==> config.mk <==
export PLATFORM = sky130hd
export DESIGN_NAME = logistic_sched_flat
export DESIGN_NICKNAME = d
export VERILOG_FILES = /design/src/rtl/logistic_sched_if.sv /design/src/rtl/logistic_sched.sv /design/src/flat_wrapper.sv
export SDC_FILE = /design/constraint.sdc
export NUM_CORES = 2
export LEC_CHECK = 0
export BUFFER_PORTS_ARGS = -buffer_cell sky130_fd_sc_hd__clkbuf_2
export CAP_MARGIN = 15
export CORE_ASPECT_RATIO = 1.4
export CORE_MARGIN = 1
export CORE_UTILIZATION = 30
export CTS_CLUSTER_DIAMETER = 100
export CTS_CLUSTER_SIZE = 24
export DETAILED_ROUTE_END_ITERATION = 8
export GPL_TIMING_DRIVEN = 0
export PLACE_DENSITY = 0.51
export SYNTH_ARGS = -nofsm -noshare
export SYNTH_HDL_FRONTEND = slang
export SYNTH_SLANG_ARGS = --single-unit
==> constraint.sdc <==
create_clock -name CLK -period 39.2 [get_ports CLK]
set_input_delay 7.84 -clock CLK [delete_from_list [all_inputs] [get_ports CLK]]
set_output_delay 7.84 -clock CLK [all_outputs]
set_load 0.03 [all_outputs]
==> src/rtl/logistic_sched_if.sv <==
// logistic_sched_if
//   Bundle between the chaos-map requesters and the shared logistic-map scheduler.
//   Requesters drive the req_* fields. The scheduler returns per-channel busy, done
//   and result, plus the grant currently using the shared datapath.
//   req_start  [N]     per-channel start strobe
//   req_x0     [17N]   initial x, channel i at [17i+16:17i], 1.0 = 17'h10000
//   req_mu     [18N]   mu, Q2.16, channel i at [18i+17:18i]
//   req_times  [17N]   iteration count
//   ch_busy    [N]     channel iterating
//   ch_done    [N]     one-cycle completion pulse
//   ch_result  [17N]   last final iterate per channel
//   grant_valid        an evaluation is issued this cycle
//   grant_id   [3]     channel receiving this cycle's evaluation
interface logistic_sched_if #(
    parameter int N = 4
);
    logic [N-1:0]      req_start;
    logic [17*N-1:0]   req_x0;
    logic [18*N-1:0]   req_mu;
    logic [17*N-1:0]   req_times;
    logic [N-1:0]      ch_busy;
    logic [N-1:0]      ch_done;
    logic [17*N-1:0]   ch_result;
    logic              grant_valid;
    logic [2:0]        grant_id;

    modport master (
        output req_start, req_x0, req_mu, req_times,
        input  ch_busy, ch_done, ch_result, grant_valid, grant_id
    );

    modport slave (
        input  req_start, req_x0, req_mu, req_times,
        output ch_busy, ch_done, ch_result, grant_valid, grant_id
    );
endinterface

==> src/rtl/logistic_sched.sv <==
// logistic_sched
//   Round-robin scheduler that time-shares one logistic-map datapath,
//   y = mu*x*(1-x), among N iteration channels. At most one evaluation is
//   issued per cycle. Each channel returns its final iterate with a
//   one-cycle done pulse.
//   CLK  clock, rising edge
//   RST  asynchronous active-high reset
//   bus  logistic_sched_if slave modport (requests in; busy/done/result/grant out)
//
//   state    | meaning
//   ---------+--------------------------------------------------------------
//   ST_IDLE  | channel holds its last result; accepts req_start
//   ST_RUN   | channel competes for the datapath; req_start ignored
module logistic_sched #(
    parameter int N = 4
) (
    input  logic             CLK,
    input  logic             RST,
    logistic_sched_if.slave  bus
);
    typedef enum logic {ST_IDLE = 1'b0, ST_RUN = 1'b1} ch_state_e;

    localparam logic [16:0] ONE = 17'h10000;

    ch_state_e   state_q  [N];
    ch_state_e   state_d  [N];
    logic [16:0] x_q      [N];
    logic [16:0] x_d      [N];
    logic [17:0] mu_q     [N];
    logic [17:0] mu_d     [N];
    logic [16:0] rem_q    [N];
    logic [16:0] rem_d    [N];
    logic [16:0] result_q [N];
    logic [16:0] result_d [N];
    logic [N-1:0] done_q;
    logic [N-1:0] done_d;
    logic [2:0]  rr_ptr_q;
    logic [2:0]  rr_ptr_d;

    logic        grant_valid_c;
    logic [2:0]  grant_c;
    logic [16:0] sel_x;
    logic [17:0] sel_mu;
    logic [16:0] sel_rem;
    logic [33:0] prod_x;
    logic [17:0] t_c;
    logic [35:0] prod_mu;
    logic [16:0] y_c;

    // Arbitration: scan offsets k = 0..N-1 from rr_ptr. Channel j sits at offset k
    // when rr_ptr == (j - k) mod N. Writing the test this way keeps every array
    // index a loop constant.
    always_comb begin
        grant_valid_c = 1'b0;
        grant_c       = '0;
        for (int k = 0; k < N; k++) begin
            for (int j = 0; j < N; j++) begin
                if (!grant_valid_c && state_q[j] == ST_RUN &&
                    int'(rr_ptr_q) == ((j - k + N) % N)) begin
                    grant_valid_c = 1'b1;
                    grant_c       = 3'(j);
                end
            end
        end
    end

    // Shared datapath on the granted channel.
    always_comb begin
        sel_x   = '0;
        sel_mu  = '0;
        sel_rem = '0;
        for (int j = 0; j < N; j++) begin
            if (grant_c == 3'(j)) begin
                sel_x   = x_q[j];
                sel_mu  = mu_q[j];
                sel_rem = rem_q[j];
            end
        end
        prod_x  = sel_x * (ONE - sel_x);
        t_c     = 18'(prod_x >> 16);
        prod_mu = sel_mu * t_c;
        // x <= 1.0 and mu < 4.0 keep y within 17 bits.
        y_c     = 17'(prod_mu >> 16);
    end

    // Next-state: a granted channel advances its iteration. An idle channel
    // may accept a start. These cases are disjoint because only RUN
    // channels are granted.
    always_comb begin
        logic [16:0] x0_c;
        logic [16:0] times_c;
        rr_ptr_d = rr_ptr_q;
        done_d   = '0;
        x0_c     = '0;
        times_c  = '0;
        for (int i = 0; i < N; i++) begin
            state_d[i]  = state_q[i];
            x_d[i]      = x_q[i];
            mu_d[i]     = mu_q[i];
            rem_d[i]    = rem_q[i];
            result_d[i] = result_q[i];
            if (state_q[i] == ST_RUN) begin
                if (grant_valid_c && grant_c == 3'(i)) begin
                    x_d[i]   = y_c;
                    rem_d[i] = sel_rem - 17'd1;
                    if (sel_rem == 17'd1) begin
                        state_d[i]  = ST_IDLE;
                        result_d[i] = y_c;
                        done_d[i]   = 1'b1;
                    end
                end
            end else if (bus.req_start[i]) begin
                x0_c     = bus.req_x0[17*i +: 17];
                times_c  = bus.req_times[17*i +: 17];
                if (x0_c > ONE) begin
                    x0_c = ONE;
                end
                x_d[i]   = x0_c;
                mu_d[i]  = bus.req_mu[18*i +: 18];
                rem_d[i] = times_c;
                if (times_c != 17'd0) begin
                    state_d[i] = ST_RUN;
                end else begin
                    result_d[i] = x0_c;
                    done_d[i]   = 1'b1;
                end
            end
        end
        if (grant_valid_c) begin
            rr_ptr_d = (grant_c == 3'(N - 1)) ? 3'd0 : grant_c + 3'd1;
        end
    end

    always_ff @(posedge CLK or posedge RST) begin
        if (RST) begin
            for (int i = 0; i < N; i++) begin
                state_q[i]  <= ST_IDLE;
                x_q[i]      <= '0;
                mu_q[i]     <= '0;
                rem_q[i]    <= '0;
                result_q[i] <= '0;
            end
            done_q   <= '0;
            rr_ptr_q <= '0;
        end else begin
            for (int i = 0; i < N; i++) begin
                state_q[i]  <= state_d[i];
                x_q[i]      <= x_d[i];
                mu_q[i]     <= mu_d[i];
                rem_q[i]    <= rem_d[i];
                result_q[i] <= result_d[i];
            end
            done_q   <= done_d;
            rr_ptr_q <= rr_ptr_d;
        end
    end

    always_comb begin
        bus.ch_busy   = '0;
        bus.ch_result = '0;
        for (int i = 0; i < N; i++) begin
            bus.ch_busy[i]            = (state_q[i] == ST_RUN);
            bus.ch_result[17*i +: 17] = result_q[i];
        end
        bus.ch_done     = done_q;
        bus.grant_valid = grant_valid_c;
        bus.grant_id    = grant_c;
    end
endmodule

==> src/flat_wrapper.sv <==
// flat-port wrapper written by rule: the top's interface ports become plain ports
module logistic_sched_flat 
#(
    parameter int N = 4
)
  (CLK, RST, bus_req_start, bus_req_x0, bus_req_mu, bus_req_times, bus_ch_busy, bus_ch_done, bus_ch_result, bus_grant_valid, bus_grant_id);
  logistic_sched_if #(.N(N)) bus_i ();
  input  logic CLK;
  input  logic RST;
  input wire logic [$bits(bus_i.req_start)-1:0] bus_req_start;
  input wire logic [$bits(bus_i.req_x0)-1:0] bus_req_x0;
  input wire logic [$bits(bus_i.req_mu)-1:0] bus_req_mu;
  input wire logic [$bits(bus_i.req_times)-1:0] bus_req_times;
  output wire logic [$bits(bus_i.ch_busy)-1:0] bus_ch_busy;
  output wire logic [$bits(bus_i.ch_done)-1:0] bus_ch_done;
  output wire logic [$bits(bus_i.ch_result)-1:0] bus_ch_result;
  output wire logic [$bits(bus_i.grant_valid)-1:0] bus_grant_valid;
  output wire logic [$bits(bus_i.grant_id)-1:0] bus_grant_id;
  assign bus_i.req_start = bus_req_start;
  assign bus_i.req_x0 = bus_req_x0;
  assign bus_i.req_mu = bus_req_mu;
  assign bus_i.req_times = bus_req_times;
  assign bus_ch_busy = bus_i.ch_busy;
  assign bus_ch_done = bus_i.ch_done;
  assign bus_ch_result = bus_i.ch_result;
  assign bus_grant_valid = bus_i.grant_valid;
  assign bus_grant_id = bus_i.grant_id;
  logistic_sched #(.N(N)) u_core (.CLK(CLK), .RST(RST), .bus(bus_i));
endmodule
==> out/metrics.cfg <==
[hold_path]
min_path_type = reg2reg

[critical_path]
worst_ep_arrival_time_ns = 20.49
cp_slowest_cell = xnor2_1
path_class = reg2reg
max_stage_delay_ns = 0.84
start_kind = flop
crit_required_ns = 39.60
cp_max_fo = 11
crit_path_frequent_cell = fa_1
critPathCaptureType = flop

[place]
place_ws_ns = 18.70
io_buffer_count = 290
place_hpwl_um = 107000
gp_congestion = 0.959

[cells_and_area]
register_area_mm2 = 0.00716
fillers = 12200
drive_gt1_share_pct = 10.9
synthToLayoutAreaGrowth_pct = 11.2
final_nets = 5119
multi_input_area_mm2 = 0.0243

[logic_synthesis]
synthTopCellsByArea = fa_1 32%, dfrtp_1 21%, inv_1 7.3%
synth-edff-count = 0
synth.avg_cell_area_um2 = 9.06
ys.flop_type = dfrtp_1
synth_warnings = 0
synth_cells = 3848
synth_seq_cells = 286
ys_async_sr_fraction_pct = 100
yosysTopAreaCell = fa_1
yosysSeqAreaShare_pct = 20.5
synth_top_area_share_pct = 31.9
synth_nets = 4797
synth.distinct_cells = 76
synth.most_common_cell = inv_1
netlist_top_cells_count = 679 x inv_1, 555 x fa_1, 415 x nand2_1
netlist_area_mm2 = 0.0348

[route]
vias_per_cell = 4.99
first_pass_iters = 7
wl_per_cell_um = 22.2
drt-initial-drc-count = 1872
final_antenna_net_count = 0
wl_um = 126000
vias = 28300
remaining_drc_errors = 0

[global_routing]
antenna_found_initial = 11
grt_max_degree = 102
overflow = 0
grt_pass1_wl_um = 190000
track_usage_pct = 21.7
grt_pass1_vias = 30500

[sta]
fmax_mhz = 49.8
setup_violations = 0
skew_ns = 0.0175
hold_viol = 0
final.setup.tns_ns = 0
period_minus_slack_ns = 20.10
whs_ns = 0.493
setup_ws_ns = 19.10
relSlewSlack_pct = 14.4
rsz0062_at_grt = no
slew_violations = 0
max_slew.worst_pin.slew_ns = 1.28
fin_crit_sh_pct = 51.3

[clock_tree]
insertion_delay_ns = 0.55
cts_hold_buf = 0
clk_pin_slew_worst_paths_ns = 0.11
numCtsBuffers = 15
clockBufferDepth = 3
cts_sinks = 286
ctsRootBufferMaster = clkbuf_16
htreeDepth = 1
cts.repair.resized = 0
post-cts-setup-buffers = 0
cts_tree = done

[run_status]
status = finished, final reports clean

[floorplanning]
io_pins = 294
core_mm2 = 0.115
fp.dieW_um = 290
dieHeight_um = 405
rows = 147
start_util_pct = 30.3
dieArea_mm2 = 0.118

[run]
drv_cap = 0

## flip-flops by register name, indices dropped and copies added (netlist names)
| name | flops |
|---|---|
| u_core.mu_q | 72 |
| u_core.bus.ch_result | 68 |
| u_core.rem_q | 68 |
| u_core.x_q | 68 |
| u_core.bus.ch_busy | 4 |
| u_core.bus.ch_done | 4 |
| u_core.rr_ptr_q | 2 |
## kinds of logic (layout without fill, tap and decap cells)
group	count (synthesis)	after routing	share of synthesized area, %
other cells	1	10	0.0108
simple gates	1186	1186	15.5
fa+ha+maj	735	735	38.3
xor+xnor	76	76	2.07
flops	286	286	20.5
buf+inv	874	1197	9.61
compound gates	531	531	9.07
mux	159	159	4.83
## worst max-delay path, delay by kind of cell (launching register included)
kind / cells / cell delay [ns]
AOI/OAI and AO/OA: 17 / 4.84
xor gates and xnor gates: 3 / 1.90
adders and majority gates: 17 / 6.92
buffers and inverters: 15 / 3.82
DFF: 1 / 0.47
and+or+nand+nor: 10 / 1.93
## metrics by stage
step                util, %  cells  cell area, um2
CTS                    33.7   5657           38700
finish                 33.7   5670           38800
global placement       33.2   5628           38200
floorplan                 -   3848           34800
detailed placement     33.3   5639           38300
global route           33.7   5668           38800
## layer usage
layer / GRT usage [%] / wire length (um) / vias to the layer above / share of wire [%]
met1: 25.0 / 48400 / 14500 / 38
met3: 2.03 / 5430 / 247 / 4.3
met4: 10.5 / 6680 / 2 / 5.3
met5: 0 / 11 / - / 0.0087
met2: 40.1 / 65500 / 848 / 52
li1: - / - / 12700 / -
## worst paths after layout
| path | start | endpoint | slack (ns) | depth (start not counted) |
|---|---|---|---|---|
| worst min register to register | u_core.rem_q[36] | u_core.rem_q[36] | 0.49 | 2 |
| worst min-delay path | u_core.rem_q[36] | u_core.rem_q[36] | 0.49 | 2 |
| max in group asynchronous | RST | u_core.mu_q[2] | 30.34 | 4 |
| worst max register to register | u_core.bus.ch_busy[3] | u_core.bus.ch_result[16] | 19.10 | 62 |
| min in group asynchronous | RST | u_core.bus.ch_done[0] | 7.39 | 2 |
| worst max-delay path | u_core.bus.ch_busy[3] | u_core.bus.ch_result[16] | 19.10 | 62 |
## placed cells by master, fill, tap and decap left out, types with 7 or more instances in the layout
master | synthesis | routed
buf_4 | 2 | 10
a21oi_1 | 264 | 264
ha_1 | 180 | 180
a311oi_1 | 8 | 8
nor3b_1 | 22 | 22
a21o_1 | 24 | 24
inv_1 | 679 | 678
fa_1 | 555 | 555
buf_2 | 24 | 25
o211ai_1 | 9 | 9
dfrtp_1 | 286 | 286
o21ai_1 | 14 | 14
a31oi_1 | 12 | 12
mux2i_1 | 86 | 86
or2_2 | 11 | 11
o21bai_1 | 8 | 8
nand3b_1 | 21 | 21
and2_1 | 32 | 32
o211a_1 | 7 | 7
nand3_1 | 11 | 11
a22oi_1 | 47 | 47
clkbuf_16 | 0 | 15
nor2b_1 | 37 | 37
nand2_1 | 415 | 415
nand4_1 | 10 | 10
nor3_1 | 13 | 13
buf_6 | 4 | 7
or3_1 | 47 | 47
diode_2 | 0 | 9
nor2_1 | 414 | 414
nand2b_1 | 99 | 99
xor2_1 | 27 | 27
mux2_2 | 73 | 73
o21ai_0 | 92 | 92
clkbuf_2 | 0 | 290
nor4_1 | 37 | 37
buf_1 | 31 | 31
clkbuf_1 | 130 | 132
xnor2_1 | 45 | 44
## area by class of cell
| class | instances | area share [%] |
|---|---|---|
| Clock buffer | 17 | 0.988 |
| Buffer | 191 | 2.02 |
| Antenna cell | 9 | 0.0581 |
| Inverter | 683 | 6.63 |
| Clock inverter | 1 | 0.0226 |
| Tap cell | 1490 | 4.81 |
| Sequential cell | 286 | 18.5 |
| Timing Repair Buffer | 305 | 4.18 |
| Multi-Input combinational cell | 2688 | 62.8 |
Power is left out: the tool's default activity adds up to more than one toggle a clock period on the data nets, which glitch-free logic cannot reach.
